### src/rtl/nco_sweep_ctrl.sv
// Stepped-frequency sweep sequencer for the nco: loads each FCW, waits out the
// CORDIC pipeline flush, forwards a fixed number of samples, then advances FCW.
module nco_sweep_ctrl #(
    parameter int FCW_W     = 20,
    parameter int CNT_W     = 16,
    parameter int DOUT_W    = 12,
    parameter int FLUSH_LEN = 10
) (
    input  logic              clk,
    input  logic              rst,
    input  logic              start,
    input  logic              abort,
    input  logic [FCW_W-1:0]  cfg_fcw_start,
    input  logic [FCW_W-1:0]  cfg_fcw_step,
    input  logic [CNT_W-1:0]  cfg_nsteps,
    input  logic [CNT_W-1:0]  cfg_dwell,
    input  logic              cfg_selXY,
    input  logic              cfg_selSign,
    input  logic              nco_vld,
    input  logic [DOUT_W-1:0] nco_dout,
    output logic              nco_en,
    output logic [FCW_W-1:0]  nco_fcw,
    output logic              nco_selXY,
    output logic              nco_selSign,
    output logic              smp_vld,
    output logic [DOUT_W-1:0] smp_data,
    output logic [CNT_W-1:0]  step_idx,
    output logic              busy,
    output logic              done
);

    localparam logic [1:0] S_IDLE  = 2'd0;
    localparam logic [1:0] S_FLUSH = 2'd1;
    localparam logic [1:0] S_DWELL = 2'd2;
    localparam logic [1:0] S_DONE  = 2'd3;

    localparam int              FL_W    = $clog2(FLUSH_LEN + 1);
    localparam logic [FL_W-1:0] FL_LAST = FL_W'(FLUSH_LEN - 1);

    logic [1:0]              state;
    logic [FL_W-1:0]         fcnt;
    logic [CNT_W-1:0]        dcnt;
    logic [CNT_W-1:0]        nsteps_r;
    logic [CNT_W-1:0]        dwell_r;
    logic signed [FCW_W-1:0] step_r;
    logic                    last_smp;
    logic                    last_step;

    // FCW arithmetic is modulo 2^FCW_W; a negative step simply wraps downward.
    function automatic logic [FCW_W-1:0] fcw_wrap_add(input logic [FCW_W-1:0] fcw,
                                                      input logic signed [FCW_W-1:0] inc);
        fcw_wrap_add = fcw + $unsigned(inc);
    endfunction

    assign last_smp  = (dcnt == dwell_r - CNT_W'(1));
    assign last_step = (step_idx == nsteps_r - CNT_W'(1));

    always_ff @(posedge clk) begin
        if (rst) begin
            state       <= S_IDLE;
            fcnt        <= '0;
            dcnt        <= '0;
            nsteps_r    <= '0;
            dwell_r     <= '0;
            step_r      <= '0;
            nco_en      <= 1'b0;
            nco_fcw     <= '0;
            nco_selXY   <= 1'b0;
            nco_selSign <= 1'b0;
            smp_vld     <= 1'b0;
            smp_data    <= '0;
            step_idx    <= '0;
            busy        <= 1'b0;
            done        <= 1'b0;
        end else begin
            smp_vld <= 1'b0;
            done    <= 1'b0;
            case (state)
                S_IDLE: begin
                    if (start && !abort) begin
                        nsteps_r    <= cfg_nsteps;
                        dwell_r     <= cfg_dwell;
                        step_r      <= $signed(cfg_fcw_step);
                        nco_selXY   <= cfg_selXY;
                        nco_selSign <= cfg_selSign;
                        if (cfg_nsteps == '0 || cfg_dwell == '0) begin
                            state <= S_DONE;
                            done  <= 1'b1;
                        end else begin
                            nco_fcw  <= cfg_fcw_start;
                            nco_en   <= 1'b1;
                            busy     <= 1'b1;
                            step_idx <= '0;
                            fcnt     <= '0;
                            dcnt     <= '0;
                            state    <= S_FLUSH;
                        end
                    end
                end
                S_FLUSH: begin
                    if (abort) begin
                        nco_en <= 1'b0;
                        busy   <= 1'b0;
                        state  <= S_IDLE;
                    end else if (fcnt == FL_LAST) begin
                        state <= S_DWELL;
                    end else begin
                        fcnt <= fcnt + FL_W'(1);
                    end
                end
                S_DWELL: begin
                    // abort takes priority, so a sample arriving with it is dropped
                    if (abort) begin
                        nco_en <= 1'b0;
                        busy   <= 1'b0;
                        state  <= S_IDLE;
                    end else if (nco_vld) begin
                        smp_vld  <= 1'b1;
                        smp_data <= nco_dout;
                        if (last_smp) begin
                            if (last_step) begin
                                nco_en <= 1'b0;
                                busy   <= 1'b0;
                                done   <= 1'b1;
                                state  <= S_DONE;
                            end else begin
                                nco_fcw  <= fcw_wrap_add(nco_fcw, step_r);
                                step_idx <= step_idx + CNT_W'(1);
                                dcnt     <= '0;
                                fcnt     <= '0;
                                state    <= S_FLUSH;
                            end
                        end else begin
                            dcnt <= dcnt + CNT_W'(1);
                        end
                    end
                end
                S_DONE: begin
                    state <= S_IDLE;
                end
                default: begin
                    state <= S_IDLE;
                end
            endcase
        end
    end

endmodule

### config.mk
export PLATFORM = sky130hd
export DESIGN_NAME = nco_sweep_ctrl
export DESIGN_NICKNAME = d
export VERILOG_FILES = /design/src/rtl/nco_sweep_ctrl.sv
export SDC_FILE = /design/constraint.sdc
export NUM_CORES = 1
export LEC_CHECK = 0
export ABC_AREA = 0
export CAP_MARGIN = 20
export CELL_PAD_IN_SITES_DETAIL_PLACEMENT = 1
export CELL_PAD_IN_SITES_GLOBAL_PLACEMENT = 2
export CORE_ASPECT_RATIO = 1.1
export CORE_MARGIN = 2
export CORE_UTILIZATION = 27
export CTS_BUF_LIST = sky130_fd_sc_hd__clkbuf_16
export CTS_CLUSTER_SIZE = 24
export DETAILED_ROUTE_END_ITERATION = 10
export GPL_TIMING_DRIVEN = 0
export PLACE_DENSITY = 0.79
export SLEW_MARGIN = 30
export SYNTH_ARGS = -nofsm -noshare
export SYNTH_HDL_FRONTEND = slang
export SYNTH_SLANG_ARGS = --single-unit
### constraint.sdc
create_clock -name clk -period 3.1 [get_ports clk]
set_input_delay 0.62 -clock clk [delete_from_list [all_inputs] [get_ports clk]]
set_output_delay 0.62 -clock clk [all_outputs]
set_load 0.05 [all_outputs]
# ---- Word-level counts from Yosys, hierarchy flattened
# Index checks and enable logic that the tools add are counted.
dict set report word_totals {
  input_bits 91
  regBits 127
  out_inout_bits 54
  word_cells 111
}
dict set report op_classes {
  eq_ne 20
  muxes 53
  bitwise_logic 2
  reduce_logical 16
  addsub 6
}
# op n
set ops {}
lappend ops {{$mux W16} 10}
lappend ops {{$mux W20} 6}
lappend ops {{$pmux W16 S2} 2}
lappend ops {{$pmux W20 S2} 1}
lappend ops {{$add A16 B1 Y16 const B} 2}
lappend ops {{$eq A16 B16 Y1} 2}
lappend ops {{$logic_not A16 Y1} 2}
lappend ops {{$mux W4} 8}
lappend ops {{$sub A16 B1 Y16 const B} 2}
lappend ops {{$add A20 B20 Y20} 1}
lappend ops {{$ne A2 B2 Y1 const B} 9}
lappend ops {{$mux W2} 8}
lappend ops {{$ne A3 B3 Y1 const B} 5}
lappend ops {{$mux W1} 14}
lappend ops {{$reduce_and A7 Y1} 2}
lappend ops {{$pmux W4 S3} 1}
lappend ops {{$reduce_and A9 Y1} 1}
lappend ops {{$pmux W2 S4} 1}
lappend ops {{$reduce_and A6 Y1} 1}
lappend ops {{$add A4 B1 Y4 const B} 1}
lappend ops {{$eq A2 B2 Y1 const B} 2}
lappend ops {{$eq A4 B4 Y1 const B} 1}
lappend ops {{$reduce_and A4 Y1} 1}
lappend ops {{$pmux W1 S3} 1}
lappend ops {{12 further kinds} 13}

# ---- Depth between registers and ports, before layout
dict set report logic_depth {
  depth_word 7
  ltp_mapped 13
  depth_no_buf 12
}

# ---- Least setup slack after synthesis
# Ideal clock, no wire load.
dict set report synth_timing {
  path_type {reg-to-reg}
  startpoint {reg nco_fcw[0]}
  endpoint {reg nco_fcw[18]}
  stages_incl_launch_ff 13
  setup_time_ns 0.138
  t_required_ns 2.962
  setup_slack_ns -0.193
  period_less_slack_ns 3.293
  path_buffers 0
  arrival_time_ns 3.156
  path_cell_list {dfxtp_1 > ha_1 > inv_1 > fa_1 > nor2b_1 > o21ai_0 > a21boi_0 > o41ai_1 > a311oi_1 > a22oi_1 > mux2_2 > a2111oi_0 > a211oi_1}
}
dict set report synth_via {
  elab_chain_len 6
}
# element line
set synth_rtl {}
lappend synth_rtl {{start: declaration} 22} ;# output logic [FCW_W-1:0] nco_fcw,
lappend synth_rtl {{start signal: assignment} 90} ;# nco_fcw <= cfg_fcw_start;
lappend synth_rtl {{start signal: assignment} 127} ;# nco_fcw <= fcw_wrap_add(nco_fcw, step_r);
lappend synth_rtl {{$add A20 B20 Y20} 52} ;# fcw_wrap_add = fcw + $unsigned(inc);
lappend synth_rtl {{$mux W20} 121} ;# if (last_step) begin
lappend synth_rtl {{$mux W20} 120} ;# if (last_smp) begin
lappend synth_rtl {{$mux W20} 117} ;# end else if (nco_vld) begin
lappend synth_rtl {{$mux W20} 113} ;# if (abort) begin
lappend synth_rtl {{$pmux W20 S2} 78} ;# case (state)
# Every way passes these cells. The select of a mux whose other input is x is not followed.
# A chain may end at the register's enable or synchronous reset.

# ---- Final worst setup path
dict set report layout_timing {
  startpoint {reg dwell_r[1]}
  endpoint {reg nco_fcw[19]}
}
dict set report layout_via {
  elab_chain_len 4
}
# element line
set layout_rtl {}
lappend layout_rtl {{start: declaration} 44} ;# logic [CNT_W-1:0] dwell_r;
lappend layout_rtl {{start signal: assignment} 82} ;# dwell_r <= cfg_dwell;
lappend layout_rtl {{$sub A16 B1 Y16} 55} ;# assign last_smp = (dcnt == dwell_r - CNT_W'(1));
lappend layout_rtl {{$eq A16 B16 Y1} 55}
lappend layout_rtl {{$ne A2 B2 Y1 (no line)} -}
lappend layout_rtl {{$reduce_and A7 Y1 (no line)} -}
# Every way passes these cells.

==> metrics.txt <==
Setup Skew=0.0121 ns; initial antenna violation count=1; number of flops mapped to enable cells by yosys=0; Max-Cap Viols=0; cell row count=64; Worst Setup End Kind=register; gp weighted congestion=0.833; post-synth cell types=78; setup ws final=-0.110 ns; die area=29,800 um^2; Top Ports=145; Max Clock Freq=311 MHz; reg-to-reg startpoint=dwell_r[1]; post-synth top area share=0.331; Hold WC Path Type=reg2reg; Met1 Routed Length=13,200 um; port buffer count=143; Hold Startpoint=smp_data[5]; number of buffers created by CTS=17; final HPWL from detailed placement=21,200 um; FFs w/ async S/R, synth=0; Overall Power=0.00941 W; fin cells=1,574; first-pass GRT wire length=45,100 um; vias after detailed routing=8,183; Pleak=4.19 nW; Met3 Routed Length=1170 um; Clock Sink Count=127; Mean Syn Cell Area=7.70 um^2; syn nets=1,116; clk buf depth=2; Layout Nets=1,317; remaining global-route overflow=0; depth of the CTS H-tree=4; commonest non-fill, non-tap cell in the layout=nand2_1; Syn Std Cell Area=7670 um^2; Initial Util=0.275; Worst Setup Start Kind=register; status=finished, violations left; final slew viol count=0; PD cells=820 nW/um^2; fill count=3,314; drt wl/cell=18.6 um; gr usage total=0.192; vias in the first global route=8,342; unrepaired setup endpoints after global routing=yes; ANT nets after route=0; final WL=29,300 um; CP startpoint=dwell_r[1]; layout cells sized above 1=0.192; largest net degree at the start of global routing=17; die width=165 um; final number of hold-violating endpoints=0; Vert. Die Dim=181 um; DR pass1 iterations=4; Period minus WS final=3.21 ns; routed wl met2=14,500 um; Syn Inst Count=996; CP Max Fanout=5; Worst-Margin Slew=0.942 ns; Synth Flop Type=dfxtp_1; most area-consuming cells after synthesis=dfxtp_1 (33%), nand2_1 (8.9%), a21oi_1 (7.0%), ha_1 (4.6%), nor2_1 (3.1%); Yosys warnings=0; CTS tree=done; CP Class=reg2reg; Core ar.=27,900 um^2; #FFs+latches synth=127; crit path DAT=3.55 ns; DR iter-0 viols=320; placed cells=1,502; final setup vio count=17; clock latency on the worst-skew pair=0.43 ns; period utilisation layout=1.04; Max IR drop VDD=0.000376 V; Max Used Layer=met4; Worst EP required=3.44 ns; Seq/Total Area, Yosys=0.331; Syn-to-layout area delta=49.7%; most frequent cells in the layout=nand2_1 (180), clkdlybuf4s50_1 (143), dfxtp_1 (118); clk slew on worst S/H paths=0.06 ns; Vias per Instance=5.20; Max transition margin=0.372; failing checks=negative setup slack; hold_buf cts=0; cell taking the most area after synthesis=dfxtp_1; DR DRC count=0; setup TNS=-0.718 ns; CTS root buf=clkbuf_16
[metrics by stage]
stage | hold WS, ns | area [um^2] | utilization | setup WS [ns]
after floorplan | 0.440 | 7690 | - | -0.00606
after global placement | 0.442 | 9570 | 0.344 | -1.05
after detailed placement | 0.447 | 9570 | 0.344 | -1.06
after CTS | 0.455 | 10700 | 0.385 | -0.0904
after global routing | 0.485 | 11500 | 0.412 | -0.207
final | 0.457 | 11500 | 0.412 | -0.110
[power breakdown]
group	switching, W	internal [W]	leakage, nW
Combinational	0.00296	0.00235	2.88
Clock	0.000862	0.00111	0.264
Sequential	0.000276	0.00185	1.04
[critical path, stage by stage, from the launching register on]
cell      delay [ns]
dfxtp_2         0.36
inv_2           0.08
ha_4            0.15
or3b_4          0.39
buf_6           0.14
or3_4           0.33
nand3_4         0.10
a31oi_4         0.11
nand2b_4        0.18
nor4_4          0.21
buf_4           0.19
a31oi_4         0.11
buf_6           0.16
or4_4           0.47
a31oi_1         0.15
[logic make-up after synthesis]
| family | after synthesis | synth area share |
|---|---|---|
| adder cells (fa/ha/maj) | 29 | 0.0483 |
| flip-flops | 127 | 0.331 |
| multiplexers | 20 | 0.0263 |
| XOR/XNOR | 42 | 0.0480 |
| buffers and inverters | 89 | 0.0475 |
| AND/OR/NAND/NOR | 431 | 0.277 |
| AO/OA/AOI/OAI | 258 | 0.222 |
[per-layer routing]
| metal | GRT usage | up-vias |
|---|---|---|
| li1 | - | 4009 |
| met5 | 0 | - |
| met3 | 0.0360 | 33 |
| met4 | 0.0501 | 0 |
| met1 | 0.243 | 3979 |
| met2 | 0.334 | 162 |
[final cells by class]
class | count | area, um^2 | area share
Timing Repair Buffer | 187 | 1870 | 0.163
Clock inverter | 15 | 138 | 0.0120
Buffer | 57 | 367 | 0.0319
Inverter | 27 | 106 | 0.00926
Multi-Input combinational cell | 780 | 5550 | 0.484
Tap cell | 363 | 454 | 0.0396
Sequential cell | 127 | 2560 | 0.223
Antenna cell | 1 | 2.50 | 0.000218
Clock buffer | 17 | 425 | 0.0371
[cell usage after synthesis, types with 6 or more instances]
master    instances
clkbuf_1         40
xnor2_1          24
a31oi_1          12
inv_1            26
a211oi_1         25
a21o_1            6
a21oi_1         108
nand2_1         182
nor3_1           31
o21bai_1          6
xor2_1           18
or4_1             6
nand3_1          18
buf_2             9
a211o_1           6
nand4_1          21
buf_1             9
mux2i_1          19
or3_1            15
o21ai_0          26
nor2_1           64
nor4_1           15
ha_1             28
dfxtp_1         127
nand2b_1          9
and3_1           17
nor2b_1          10
a311oi_1          7
and2_1            8
o21a_1            9
[sequential cells by signal (all words and copies together), names as in the netlist]
signal	count
done	1
smp_vld	1
step_r	20
smp_data	12
dwell_r	16
fcnt	4
nco_fcw	20
state	2
busy	1
step_idx	16
nsteps_r	16
dcnt	16
nco_selXY	1
nco_selSign	1
[path summary, 6_finish.rpt]
check / to / slack, ns / cells past startpoint
worst max-delay path: nco_fcw[19] / -0.11 / 14
worst min-delay path: smp_data[5] / 0.46 / 2
worst max register to register: nco_fcw[19] / -0.11 / 14
worst min register to register: smp_data[5] / 0.46 / 2
[timing repair]
action / CTS / global route
pin swaps: 32 / 28
resized for setup: 98 / 128
cloned: 2 / 4
setup buffers: 25 / 14
endpoints found under the setup margin: 60 / 58
Power figures use the tool's default switching activity.
